[src/rtl/ddr_app_arbiter.sv]
// ddr_app_arbiter
//   Arbitrates the PSC, DSC and L2 request ports onto the MIG user (app_*)
//   interface. Runs one single-beat (BL8 x16, 128-bit) transaction at a time.
//   At grant it latches the winner's rw, address and write data. It then runs
//   the app_en / app_wdf_wren handshakes, captures read data, and returns a
//   done pulse to the owner.
//
//   Optional build macro: DDR_ARB_ROUND_ROBIN_EN
//     defined   -> round-robin arbitration. The search starts at the master
//                  after the last owner; the last owner resets to L2.
//     undefined -> fixed priority PSC > DSC > L2.
//
// Ports
//   clk_166M66, mcu_sys_rst      MIG ui_clk, synchronous active-high reset
//   i_init_calib_complete        no grants while low
//   i_<m>_request/rw/addr/wdata  per-master request (m = psc, dsc, l2)
//   o_<m>_bus_available          grant, high for the whole transaction
//   o_<m>_done                   one-cycle completion pulse
//   o_rd_data, o_error, o_busy   read data, read-timeout pulse, not-idle
//   o_app_* / i_app_*            MIG user interface
//
// state  | meaning
// IDLE   | waiting for calibration and a request; grants the winner
// CMD    | app command (and write data for writes) being offered to the MIG
// RDWAIT | read accepted; waiting for app_rd_data_valid or the timeout
// DONE   | one cycle; the owner's done pulse is high
module ddr_app_arbiter #(
  parameter int ADDR_WIDTH = 28,
  parameter int DATA_WIDTH = 128,
  parameter int RD_TIMEOUT = 255
) (
  input  logic                    clk_166M66,
  input  logic                    mcu_sys_rst,
  input  logic                    i_init_calib_complete,
  input  logic                    i_psc_request,
  input  logic                    i_dsc_request,
  input  logic                    i_l2_request,
  input  logic                    i_psc_rw,
  input  logic                    i_dsc_rw,
  input  logic                    i_l2_rw,
  input  logic [ADDR_WIDTH-1:0]   i_psc_addr,
  input  logic [ADDR_WIDTH-1:0]   i_dsc_addr,
  input  logic [ADDR_WIDTH-1:0]   i_l2_addr,
  input  logic [DATA_WIDTH-1:0]   i_psc_wdata,
  input  logic [DATA_WIDTH-1:0]   i_dsc_wdata,
  input  logic [DATA_WIDTH-1:0]   i_l2_wdata,
  output logic                    o_psc_bus_available,
  output logic                    o_dsc_bus_available,
  output logic                    o_l2_bus_available,
  output logic                    o_psc_done,
  output logic                    o_dsc_done,
  output logic                    o_l2_done,
  output logic [DATA_WIDTH-1:0]   o_rd_data,
  output logic                    o_error,
  output logic                    o_busy,
  output logic [ADDR_WIDTH-1:0]   o_app_addr,
  output logic [2:0]              o_app_cmd,
  output logic                    o_app_en,
  input  logic                    i_app_rdy,
  output logic [DATA_WIDTH-1:0]   o_app_wdf_data,
  output logic                    o_app_wdf_wren,
  output logic                    o_app_wdf_end,
  output logic [DATA_WIDTH/8-1:0] o_app_wdf_mask,
  input  logic                    i_app_wdf_rdy,
  input  logic [DATA_WIDTH-1:0]   i_app_rd_data,
  input  logic                    i_app_rd_data_valid,
  input  logic                    i_app_rd_data_end
);

  localparam int CNT_W = $clog2(RD_TIMEOUT + 1);

  typedef enum logic [1:0] {S_IDLE, S_CMD, S_RDWAIT, S_DONE} state_t;
  typedef enum logic [1:0] {OWN_NONE, OWN_PSC, OWN_DSC, OWN_L2} owner_t;

  state_t                state_q, state_d;
  owner_t                owner_q, owner_d;
  logic                  rw_q, rw_d;
  logic [ADDR_WIDTH-1:0] addr_q, addr_d;
  logic [DATA_WIDTH-1:0] wdata_q, wdata_d;
  logic                  cmd_acc_q, cmd_acc_d;
  logic                  wdf_acc_q, wdf_acc_d;
  logic [CNT_W-1:0]      cnt_q, cnt_d;
  logic [DATA_WIDTH-1:0] rd_data_q, rd_data_d;
  logic                  app_en_q, app_en_d;
  logic                  wdf_wren_q, wdf_wren_d;
  logic [2:0]            app_cmd_q, app_cmd_d;
  logic [2:0]            avail_q, avail_d;
  logic [2:0]            done_q, done_d;
  logic                  error_q, error_d;

  owner_t                winner;
  logic                  sel_rw;
  logic [ADDR_WIDTH-1:0] sel_addr;
  logic [DATA_WIDTH-1:0] sel_wdata;
  logic                  cmd_hs, wdf_hs;

  function automatic logic [2:0] owner_onehot(input owner_t o);
    case (o)
      OWN_PSC: return 3'b001;
      OWN_DSC: return 3'b010;
      OWN_L2:  return 3'b100;
      default: return 3'b000;
    endcase
  endfunction

`ifdef DDR_ARB_ROUND_ROBIN_EN
  owner_t last_q, last_d;

  always_comb begin
    winner = OWN_NONE;
    case (last_q)
      OWN_PSC: begin
        if      (i_dsc_request) winner = OWN_DSC;
        else if (i_l2_request)  winner = OWN_L2;
        else if (i_psc_request) winner = OWN_PSC;
      end
      OWN_DSC: begin
        if      (i_l2_request)  winner = OWN_L2;
        else if (i_psc_request) winner = OWN_PSC;
        else if (i_dsc_request) winner = OWN_DSC;
      end
      default: begin
        if      (i_psc_request) winner = OWN_PSC;
        else if (i_dsc_request) winner = OWN_DSC;
        else if (i_l2_request)  winner = OWN_L2;
      end
    endcase
  end
`else
  always_comb begin
    winner = OWN_NONE;
    if      (i_psc_request) winner = OWN_PSC;
    else if (i_dsc_request) winner = OWN_DSC;
    else if (i_l2_request)  winner = OWN_L2;
  end
`endif

  always_comb begin
    sel_rw    = i_psc_rw;
    sel_addr  = i_psc_addr;
    sel_wdata = i_psc_wdata;
    case (winner)
      OWN_DSC: begin
        sel_rw    = i_dsc_rw;
        sel_addr  = i_dsc_addr;
        sel_wdata = i_dsc_wdata;
      end
      OWN_L2: begin
        sel_rw    = i_l2_rw;
        sel_addr  = i_l2_addr;
        sel_wdata = i_l2_wdata;
      end
      default: ;
    endcase
  end

  assign cmd_hs = app_en_q & i_app_rdy;
  assign wdf_hs = wdf_wren_q & i_app_wdf_rdy;

  always_comb begin
    state_d    = state_q;
    owner_d    = owner_q;
    rw_d       = rw_q;
    addr_d     = addr_q;
    wdata_d    = wdata_q;
    cmd_acc_d  = cmd_acc_q;
    wdf_acc_d  = wdf_acc_q;
    cnt_d      = cnt_q;
    rd_data_d  = rd_data_q;
    app_en_d   = app_en_q;
    wdf_wren_d = wdf_wren_q;
    app_cmd_d  = app_cmd_q;
    avail_d    = avail_q;
    done_d     = 3'b000;
    error_d    = 1'b0;
`ifdef DDR_ARB_ROUND_ROBIN_EN
    last_d     = last_q;
`endif
    case (state_q)
      S_IDLE: begin
        if (i_init_calib_complete && (winner != OWN_NONE)) begin
          owner_d    = winner;
          rw_d       = sel_rw;
          addr_d     = sel_addr;
          wdata_d    = sel_wdata;
          avail_d    = owner_onehot(winner);
          app_en_d   = 1'b1;
          wdf_wren_d = sel_rw;
          app_cmd_d  = sel_rw ? 3'b000 : 3'b001;
          cmd_acc_d  = 1'b0;
          wdf_acc_d  = 1'b0;
          state_d    = S_CMD;
`ifdef DDR_ARB_ROUND_ROBIN_EN
          last_d     = winner;
`endif
        end
      end
      S_CMD: begin
        if (cmd_hs) begin
          app_en_d  = 1'b0;
          cmd_acc_d = 1'b1;
        end
        if (wdf_hs) begin
          wdf_wren_d = 1'b0;
          wdf_acc_d  = 1'b1;
        end
        if (!rw_q) begin
          if (cmd_hs) begin
            cnt_d   = '0;
            state_d = S_RDWAIT;
          end
        end else if ((cmd_acc_q | cmd_hs) && (wdf_acc_q | wdf_hs)) begin
          // Command and data handshakes may complete in either order.
          done_d  = owner_onehot(owner_q);
          state_d = S_DONE;
        end
      end
      S_RDWAIT: begin
        // Valid takes precedence, so data on the last allowed cycle is a success.
        if (i_app_rd_data_valid) begin
          rd_data_d = i_app_rd_data;
          done_d    = owner_onehot(owner_q);
          state_d   = S_DONE;
        end else if (cnt_q == CNT_W'(RD_TIMEOUT - 1)) begin
          error_d = 1'b1;
          done_d  = owner_onehot(owner_q);
          state_d = S_DONE;
        end else begin
          cnt_d = cnt_q + 1'b1;
        end
      end
      S_DONE: begin
        avail_d = 3'b000;
        owner_d = OWN_NONE;
        state_d = S_IDLE;
      end
      default: state_d = S_IDLE;
    endcase
  end

  always_ff @(posedge clk_166M66) begin
    if (mcu_sys_rst) begin
      state_q    <= S_IDLE;
      owner_q    <= OWN_NONE;
      rw_q       <= 1'b0;
      addr_q     <= '0;
      wdata_q    <= '0;
      cmd_acc_q  <= 1'b0;
      wdf_acc_q  <= 1'b0;
      cnt_q      <= '0;
      rd_data_q  <= '0;
      app_en_q   <= 1'b0;
      wdf_wren_q <= 1'b0;
      app_cmd_q  <= 3'b000;
      avail_q    <= 3'b000;
      done_q     <= 3'b000;
      error_q    <= 1'b0;
`ifdef DDR_ARB_ROUND_ROBIN_EN
      last_q     <= OWN_L2;
`endif
    end else begin
      state_q    <= state_d;
      owner_q    <= owner_d;
      rw_q       <= rw_d;
      addr_q     <= addr_d;
      wdata_q    <= wdata_d;
      cmd_acc_q  <= cmd_acc_d;
      wdf_acc_q  <= wdf_acc_d;
      cnt_q      <= cnt_d;
      rd_data_q  <= rd_data_d;
      app_en_q   <= app_en_d;
      wdf_wren_q <= wdf_wren_d;
      app_cmd_q  <= app_cmd_d;
      avail_q    <= avail_d;
      done_q     <= done_d;
      error_q    <= error_d;
`ifdef DDR_ARB_ROUND_ROBIN_EN
      last_q     <= last_d;
`endif
    end
  end

  // Every read is a single beat, so end must always accompany valid.
  a_rd_end: assert property (@(posedge clk_166M66) disable iff (mcu_sys_rst)
                             i_app_rd_data_valid |-> i_app_rd_data_end);

  assign o_psc_bus_available = avail_q[0];
  assign o_dsc_bus_available = avail_q[1];
  assign o_l2_bus_available  = avail_q[2];
  assign o_psc_done          = done_q[0];
  assign o_dsc_done          = done_q[1];
  assign o_l2_done           = done_q[2];
  assign o_rd_data           = rd_data_q;
  assign o_error             = error_q;
  assign o_busy              = (state_q != S_IDLE);
  assign o_app_addr          = addr_q;
  assign o_app_cmd           = app_cmd_q;
  assign o_app_en            = app_en_q;
  assign o_app_wdf_data      = wdata_q;
  assign o_app_wdf_wren      = wdf_wren_q;
  assign o_app_wdf_end       = wdf_wren_q;
  assign o_app_wdf_mask      = '0;

endmodule
[config.mk]
export PLATFORM = sky130hd
export DESIGN_NAME = ddr_app_arbiter
export DESIGN_NICKNAME = d
export VERILOG_FILES = /design/src/rtl/ddr_app_arbiter.sv
export SDC_FILE = /design/constraint.sdc
export NUM_CORES = 1
export LEC_CHECK = 0
export CELL_PAD_IN_SITES_DETAIL_PLACEMENT = 2
export CELL_PAD_IN_SITES_GLOBAL_PLACEMENT = 2
export CORE_AREA = 4 4 357 359
export CTS_CLUSTER_SIZE = 20
export DETAILED_ROUTE_END_ITERATION = 6
export DIE_AREA = 0 0 361 363
export PLACE_DENSITY = 0.55
export SLEW_MARGIN = 25
export SYNTH_ARGS = -nofsm -noshare
export SYNTH_HDL_FRONTEND = slang
export SYNTH_SLANG_ARGS = --single-unit
[constraint.sdc]
create_clock -name clk_166M66 -period 2.66 [get_ports clk_166M66]
set_input_delay 0.532 -clock clk_166M66 [delete_from_list [all_inputs] [get_ports clk_166M66]]
set_output_delay 0.532 -clock clk_166M66 [all_outputs]
set_load 0.005 [all_outputs]
# Word-level counts from Yosys, hierarchy flattened
# Cells that the tools add are included.
# classes
muxes	42
eq_ne	19
reduce_logical	16
n_bitwise	5
add_sub_neg	1
# ops
operator	n
one-hot mux 128 bit (2 select lines)	1
one-hot mux 28 bit (2 select lines)	1
2-to-1 mux 8 bit	4
2-to-1 mux 2 bit	10
one-hot mux 3 bit (3 select lines)	2
one-hot mux 8 bit (2 select lines)	1
2-to-1 mux 3 bit	5
== test 2 bit (second input constant)	6
!= test 2 bit (second input constant)	6
one-hot mux 3 bit (2 select lines)	2
one-hot mux 1 bit (2 select lines)	5
nonzero test 2 bit	5
2-to-1 mux 1 bit	9
!= test 3 bit (second input constant)	3
adder 8 x 1 -> 8 bit (second input constant)	1
== test 8 bit (second input constant)	1
one-hot mux 2 bit (4 select lines)	1
== test 2 x 1 -> 1 bit (second input constant)	3
AND reduction 2 bit	3
AND reduction 3 bit	2
AND reduction 5 bit	1
one-hot mux 2 bit (2 select lines)	1
AND reduction 4 bit	1
OR reduction 3 bit	1
5 further kinds	8
# word_totals
output_inout_bits	314
ff_bits	311
wordCells	98
input_bits	609

# Depth between registers and ports, before layout
# Gate-level depths: netlist (run 1).
# depth
depth_word	7
depth_mapped	8
depth_no_buf	6

# Worst setup path after synthesis (run 1)
# Ideal clock, no wire load.
# synth_timing
path_type	flip-flop to flip-flop
start	register state_q[1]
end	register cnt_q[3]
path_slack_ns	0.869
period_less_slack_ns	1.791
setup_time_ns	0.070
path_stages_with_launch	8
t_arrival_ns	1.721
t_required_ns	2.590
path_buffers	1
cell_sequence	dfxtp_1 > inv_1 > ha_1 > clkbuf_1 > nor2b_1 > o21ai_2 > or4_1 > a21boi_1
# synth_between
elab_chain_len	3
elab_cells_between_ends	9
cone_classes	eq/ne: 6; mux: 1; reduce/logical: 2
# synth_rtl
element	line	source
from (decl)	75	state_t state_q, state_d;
from (signal assigned)	262	state_q <= state_d;
== test 2 bit or == test 2 x 1 -> 1 bit (tied branches)	179	case (state_q)
!= test 2 bit (no line) or nonzero test 2 bit (tied branches)	-	
AND reduction 5 bit (no line)	-	
to (signal assigned)	269	cnt_q <= cnt_d;
to (decl)	82	logic [CNT_W-1:0] cnt_q, cnt_d;
# Several ways; a longest one is shown, not always the timed one.
# A chain may end at the register's enable or synchronous reset.

# Final worst setup path (run 1)
# layout_timing
start	register state_q[0]
end	output port o_busy
# layout_between
elab_chain_len	1
# layout_rtl
element	line	source
nonzero test 2 bit	295	assign o_busy = (state_q != S_IDLE);
to (decl)	55	output logic o_busy,
# Every way passes these cells.

==> results.sh, run 1 <==
export IMPL_finalSetupTns_ns=0
export IMPL_drt_pass1_iter_count=4
export IMPL_critical_path_cell_by_cell="inv_1 -> ha_2 -> inv_1 -> clkdlybuf4s15_1"
export IMPL_worst_hold_path_num_cells=2
export IMPL_critical_path_depth_in_cells=4
export IMPL_route_final_wire_length_um=108800
export IMPL_die_width_um=361
export IMPL_ctsRootBufferMaster="sky130_fd_sc_hd__clkbuf_16"
export IMPL_areaGrowthSynthToFinish_pct=78.10
export IMPL_post_dp_hpwl_um=83930
export IMPL_synth_top_cell_area_share=0.3836
export IMPL_postSynth_asyncResetShare=0
export IMPL_global_route_overflow_total=0
export IMPL_clkLatencyLatePin_ns=0.61
export IMPL_grt_usage=0.1575
export IMPL_crit_path_start_kind="register"
export IMPL_synth_cell_types=51
export IMPL_start_util=0.1303
export IMPL_ant_nets=0
export IMPL_setup_worst_path_end_class="output port"
export IMPL_hold_class="input port to register"
export IMPL_rows=129
export IMPL_cts_htree_levels=2
export IMPL_finalMaxSlewViolations=0
export IMPL_top_count_cell_post_synth="sky130_fd_sc_hd__dfxtp_1"
export IMPL_post_detailed_route_via_to_cell_ratio=4.130
export IMPL_period_share=0.9375
export IMPL_clock_sinks=309
export IMPL_vias_in_the_first_global_route=20450
export IMPL_worst_path_max_delay_cell="sky130_fd_sc_hd__ha_2"
export IMPL_max_slew_worst_pin_slew_ns=0.9763
export IMPL_hold_buffers=0
export IMPL_design_final_nets=3560
export IMPL_avgSynthCellArea_um2=7.546
export IMPL_crit_type="register to output port"
export IMPL_ys_seq_elements=309
export IMPL_ys_seq_area_frac=0.3836
export IMPL_average_wire_per_cell_in_the_routed_design_um=23.49
export IMPL_whs_ns=0.1958
export IMPL_gp_congestion=0.7878
export IMPL_numCtsBuffers=46
export IMPL_fp_dieArea_um2=131000
export IMPL_power_ir_vdd_worst_v=0.0004014
export IMPL_run_status="finished, final reports clean"
export IMPL_antenna_found_initial=31
export IMPL_die_height_um=363
export IMPL_netlist_instances=2137
export IMPL_cts_reportedPaths_clkPinSlew_ns=0.05
export IMPL_post_synth_most_frequent_cells="sky130_fd_sc_hd__dfxtp_1, sky130_fd_sc_hd__nor3_1, sky130_fd_sc_hd__a21oi_1"
export IMPL_layout_min_cycle_time_ns=2.494
export IMPL_clock_skew_final_ns=0.02670
export IMPL_critical_path_max_fanout=8
export IMPL_routed_via_count=19120
export IMPL_grt_start_max_net_pins=112
export IMPL_buffers_from_clock_root_to_sink_at_most=3
export IMPL_rsz_0062_raised_after_global_routing="false"
export IMPL_post_route_cells_drive_above_1_share=0.05375
export IMPL_ys_warn_count=0
export IMPL_synth_main_ff_cell="sky130_fd_sc_hd__dfxtp_1"
export IMPL_cp_required_ns=2.13
export IMPL_cts_tree="built"
export IMPL_static_leakage_power_nw=9.833
export IMPL_detail_route_iter0_violations=737
export IMPL_yosys_top_cells_area="sky130_fd_sc_hd__dfxtp_1, sky130_fd_sc_hd__nor3_1, sky130_fd_sc_hd__a21oi_1, sky130_fd_sc_hd__a22o_1, sky130_fd_sc_hd__nand3b_1"
export IMPL_crit_buf_inv=3
export IMPL_port_buffers=903
export IMPL_cp_arrival_ns=1.96
export IMPL_pin_count=923
export IMPL_cp_slowest_stage_delay_ns=0.37
export IMPL_powerDensity_nw_per_um2=675.7
export IMPL_maxCapViolCount=0
export IMPL_maxSlewHeadroom=0.3491
export IMPL_critical_path_top_delay_family="buffers and inverters"
export IMPL_ff2ff_path_depth=7
export IMPL_cpMostUsedCell="sky130_fd_sc_hd__inv_1"
export IMPL_area_of_the_placeable_core_um2=123800
export IMPL_route_detailed_drc=0
export IMPL_number_of_enable_flip_flop_cells_after_synthesis=0
export IMPL_post_synth_instance_area_um2=16130
export IMPL_hold_violations=0
export IMPL_grt_pass1_wl_um=152200
export IMPL_fmaxAchievable_mhz=401.0
export IMPL_power_mw=19.41
export IMPL_final_setup_fails=0
export IMPL_synth_area_leader_cell="sky130_fd_sc_hd__dfxtp_1"
layout by cell type, fill, tap and decap left out, drive strengths merged, types with 3 or more instances in the layout:
cell	instances
clkdlybuf4s50	898
dfxtp	309
nor3	303
a21oi	302
nand2	271
nor2	165
a22o	157
nand2b	156
nand3b	154
buf	67
clkbuf	66
conb	18
diode	16
o21ai	14
inv	12
nor2b	9
clkinv	8
ha	7
nand3	6
o31ai	5
o221a	4
bufinv	4
nor4	4
a311oi	3
or4	3
a21boi	3
flip-flops by register name, indices dropped and copies added, names as in the netlist, 2 cells and up:
name,cells
avail_q,3
cnt_q,8
done_q,3
o_app_addr,28
o_app_wdf_data,128
o_rd_data,128
owner_q,2
state_q,2
through the flow:
stage | std cells | utilization | area (µm²) | worst slack, ns
4_1_cts | 4614 | 0.2317 | 28680 | 0.03256
3_3_place_gp | 4533 | 0.2188 | 27080 | 0.1717
5_1_grt | 4618 | 0.2318 | 28690 | 0.01362
6_report | 4630 | 0.2320 | 28720 | 0.1663
3_5_place_dp | 4533 | 0.2188 | 27080 | 0.1415
2_1_floorplan | 2154 | - | 16190 | 0.8692
kinds of logic after synthesis:
kind of cell    count (synthesis)  share of synthesized area
buf+inv                       233                    0.06471
compound gates                505                     0.2030
fa+ha+maj                       7                   0.005431
mux                             2                   0.001242
other cells                     1                  0.0002326
flops                         309                     0.3836
simple gates                 1080                     0.3418
final cells by class:
type	instances	area, µm²
Clock buffer	66	1366
Timing Repair Buffer	966	9828
Antenna cell	16	40.04
Inverter	9	33.78
Sequential cell	309	6186
Clock inverter	15	226.5
Tap cell	1637	2048
Multi-Input combinational cell	1612	8991
Fill cell	14200	95080
path summary, 6_finish.rpt:
kind | end | slack [ns] | startpoint
worst max-delay path | o_busy | 0.17 | state_q[0]
worst min-delay path | o_rd_data[127] | 0.20 | mcu_sys_rst
worst max register to register | o_app_wdf_data[32] | 0.30 | state_q[0]
worst min register to register | o_rd_data[21] | 0.45 | o_rd_data[21]
routing by layer:
| layer | part of all wire | up-vias | track usage |
|---|---|---|---|
| met3 | 0.083 | 105 | 0.05673 |
| met5 | 0.0013 | - | 0 |
| met1 | 0.40 | 9343 | 0.1792 |
| met4 | 0.016 | 20 | 0.03250 |
| met2 | 0.50 | 586 | 0.2835 |
| li1 | - | 9069 | - |
worst register-to-register path, stage by stage, from the launching register on:
cell                       delay (ns)
sky130_fd_sc_hd__dfxtp_1         0.34
sky130_fd_sc_hd__inv_1           0.14
sky130_fd_sc_hd__ha_2            0.37
sky130_fd_sc_hd__o311ai_4        0.20
sky130_fd_sc_hd__buf_12          0.21
sky130_fd_sc_hd__nor3_1          0.69
sky130_fd_sc_hd__buf_4           0.22
sky130_fd_sc_hd__nor3_1          0.04
timing repair:
item / CTS / global route
cloned: 0 / 0
buffers inserted: 0 / 0
endpoints found under the setup margin: 1 / 1
resized for setup: 2 / 1
power breakdown:
part	internal [mW]	total (mW)	switching [mW]
Sequential	5.45	5.94	0.487
Combinational	3.44	6.94	3.50
Clock	3.97	6.53	2.57
No activity file was read; power rests on OpenSTA's default activity.
==> inputs of run 2 (changes only) <==
--- a/config.mk
+++ b/config.mk
@@ -5,6 +5,7 @@
 export SDC_FILE = /design/constraint.sdc
 export NUM_CORES = 1
 export LEC_CHECK = 0
+export CAP_MARGIN = 20
 export CELL_PAD_IN_SITES_DETAIL_PLACEMENT = 2
 export CELL_PAD_IN_SITES_GLOBAL_PLACEMENT = 2
 export CORE_AREA = 4 4 357 359
==> results of run 2 <==
Same layout as run 1: the final DEF is identical, and so are final timing and power.
==> inputs of run 3 (changes only) <==
--- a/config.mk
+++ b/config.mk
@@ -5,14 +5,15 @@
 export SDC_FILE = /design/constraint.sdc
 export NUM_CORES = 1
 export LEC_CHECK = 0
+export ABC_AREA = 1
 export CAP_MARGIN = 20
 export CELL_PAD_IN_SITES_DETAIL_PLACEMENT = 2
 export CELL_PAD_IN_SITES_GLOBAL_PLACEMENT = 2
-export CORE_AREA = 4 4 357 359
+export CORE_AREA = 2 2 355 357
 export CTS_CLUSTER_SIZE = 20
 export DETAILED_ROUTE_END_ITERATION = 6
-export DIE_AREA = 0 0 361 363
-export PLACE_DENSITY = 0.55
+export DIE_AREA = 0 0 357 359
+export PLACE_DENSITY = 0.53
 export SLEW_MARGIN = 25
 export SYNTH_ARGS = -nofsm -noshare
 export SYNTH_HDL_FRONTEND = slang
==> run 3 against run 2 <==
Routed wire length down 16%. Maximum frequency up 8.7%. Flip-flop and latch count unchanged.
==> results.sh, run 3 <==
export IMPL_synth_cell_types=30
export IMPL_postSynth_asyncResetShare=0
export IMPL_route_final_wire_length_um=91440
export IMPL_layout_setup_ws_ns=0.3663
export IMPL_cts_tree="built"
export IMPL_grt_start_max_net_pins=80
export IMPL_layout_min_cycle_time_ns=2.294
export IMPL_clkLatencyLatePin_ns=0.61
export IMPL_cts_reportedPaths_clkPinSlew_ns=0.06
export IMPL_rows=130
export IMPL_antenna_found_initial=26
export IMPL_synth_main_ff_cell="sky130_fd_sc_hd__dfxtp_1"
export IMPL_ant_nets=0
export IMPL_ys_warn_count=0
export IMPL_rsz_0062_raised_after_global_routing="false"
export IMPL_cts_setup_buffers=0
export IMPL_fp_dieArea_um2=128200
export IMPL_hold_violations=0
export IMPL_areaGrowthSynthToFinish_pct=93.15
export IMPL_finalMaxSlewViolations=0
export IMPL_average_wire_per_cell_in_the_routed_design_um=20.01
export IMPL_vias_in_the_first_global_route=17980
export IMPL_netlist_instances=1980
export IMPL_period_share=0.8623
export IMPL_die_height_um=359
export IMPL_routed_via_count=16880
export IMPL_crit_path_start_kind="register"
export IMPL_buffers_from_clock_root_to_sink_at_most=3
export IMPL_drt_pass1_iter_count=4
export IMPL_number_of_enable_flip_flop_cells_after_synthesis=0
export IMPL_grt_usage=0.1372
export IMPL_finalSetupTns_ns=0
export IMPL_ys_seq_elements=309
export IMPL_switching_share=0.3250
export IMPL_post_synth_instance_area_um2=13780
export IMPL_clock_skew_final_ns=0.01539
export IMPL_p_int_mw=12.87
export IMPL_comb_power_share=0.344
export IMPL_clock_sinks=309
export IMPL_run_status="finished, final reports clean"
export IMPL_power_share_clock=0.325
export IMPL_fmaxAchievable_mhz=436.0
export IMPL_power_mw=19.07
export IMPL_hold_buffers=0
export IMPL_post_dp_hpwl_um=73870
export IMPL_post_detailed_route_via_to_cell_ratio=3.694
export IMPL_crit_type="register to output port"
export IMPL_yosys_top_cells_area="sky130_fd_sc_hd__dfxtp_1, sky130_fd_sc_hd__nor2_1, sky130_fd_sc_hd__o21ai_0, sky130_fd_sc_hd__a31oi_1, sky130_fd_sc_hd__a21oi_1"
export IMPL_cp_arrival_ns=1.76
export IMPL_static_leakage_power_nw=10.10
export IMPL_critical_path_max_fanout=4
export IMPL_area_of_the_placeable_core_um2=124600
export IMPL_cts_resized_gates=2
export IMPL_powerDensity_nw_per_um2=716.2
export IMPL_hold_class="register to register"
export IMPL_numCtsBuffers=45
export IMPL_pin_count=923
export IMPL_post_route_cells_drive_above_1_share=0.06158
export IMPL_maxCapViolCount=0
export IMPL_cp_required_ns=2.13
export IMPL_setup_worst_path_end_class="output port"
export IMPL_ctsRootBufferMaster="sky130_fd_sc_hd__clkbuf_16"
export IMPL_die_width_um=357
export IMPL_gp_congestion=0.7692
export IMPL_final_common_cell="sky130_fd_sc_hd__clkdlybuf4s50_1"
export IMPL_global_route_overflow_total=0
export IMPL_switching_power_mw=6.197
export IMPL_detail_route_iter0_violations=555
export IMPL_ys_seq_area_frac=0.4488
export IMPL_route_detailed_drc=0
export IMPL_cts_htree_levels=2
export IMPL_synth_area_leader_cell="sky130_fd_sc_hd__dfxtp_1"
export IMPL_final_setup_fails=0
export IMPL_final_cell_mix="sky130_fd_sc_hd__clkdlybuf4s50_1, sky130_fd_sc_hd__nor2_1, sky130_fd_sc_hd__dfxtp_1"
export IMPL_grt_pass1_wl_um=128400
export IMPL_synth_top_cell_area_share=0.4488
export IMPL_design_final_nets=3487
export IMPL_avgSynthCellArea_um2=6.962
export IMPL_port_buffers=903
export IMPL_post_synth_most_frequent_cells="sky130_fd_sc_hd__nor2_1, sky130_fd_sc_hd__dfxtp_1, sky130_fd_sc_hd__o21ai_0"
export IMPL_start_util=0.1106
export IMPL_top_count_cell_post_synth="sky130_fd_sc_hd__nor2_1"
export IMPL_pwr_share_seq=0.330
export IMPL_pre_cts_ws_ns=0.06722
export IMPL_power_ir_vdd_worst_v=0.0003692
-- run 3: logic make-up after synthesis --
| group | after synthesis | share of synthesized area |
|---|---|---|
| simple gates | 682 | 0.1902 |
| compound gates | 623 | 0.2413 |
| buf+inv | 357 | 0.1126 |
| flops | 309 | 0.4488 |
| fa+ha+maj | 7 | 0.006354 |
| xor+xnor | 1 | 0.0006355 |
| other cells | 1 | 0.0002720 |
-- run 3: through the flow --
stage                     cell area (µm²)  hold WS, ns  std cells  utilization
final                               26620       0.4530       4569       0.2137
after global routing                26620       0.4768       4567       0.2136
after CTS                           26590       0.4326       4557       0.2134
after detailed placement            25100       0.4503       4474       0.2014
after global placement              25100       0.4442       4474       0.2014
after floorplan                     13850       0.4328       1997            -
-- run 3: path summary, 6_finish.rpt --
kind / end / slack (ns) / depth (start not counted) / start
min: cmd_acc_q / 0.45 / 2 / cmd_acc_q
max: o_busy / 0.37 / 4 / state_q[1]
min reg2reg: cmd_acc_q / 0.45 / 2 / cmd_acc_q
max reg2reg: cnt_q[7] / 0.74 / 9 / state_q[1]
-- run 3: worst max-delay path: stages, from the launching register on --
cell and delay, ns:
sky130_fd_sc_hd__dfxtp_1 0.40, sky130_fd_sc_hd__inv_1 0.12, sky130_fd_sc_hd__ha_1 0.25, sky130_fd_sc_hd__inv_1 0.11
sky130_fd_sc_hd__dlygate4sd2_1 0.29
-- run 3: cell type report --
type,count,area [µm²]
fillers,14590,97970
repair buffers,994,9971
flip-flops and latches,309,6187
multi-input cells,1331,6138
well taps,1650,2064
clock buffers,67,1339
inverters,190,735.7
clock inverters,16,158.9
diodes,12,30.03
-- run 3: metal layers --
layer	routed length, µm	part of all wire	vias to the layer above	track usage
li1	-	-	8250	-
met1	36740	0.40	7955	0.1541
met2	44480	0.49	524	0.2391
met3	7350	0.080	121	0.04777
met4	2679	0.029	28	0.04614
met5	188	0.0021	-	0
-- run 3: power by group through the flow --
stage | combinational (mW) | clock (mW) | sequential [mW]
after floorplan | 2.11 | 0 | 6.38
after global placement | 6.73 | 0 | 6.35
after detailed placement | 6.76 | 0 | 6.40
after CTS | 6.79 | 6.53 | 6.32
after global routing | 7.22 | 6.70 | 6.44
final | 6.57 | 6.20 | 6.30
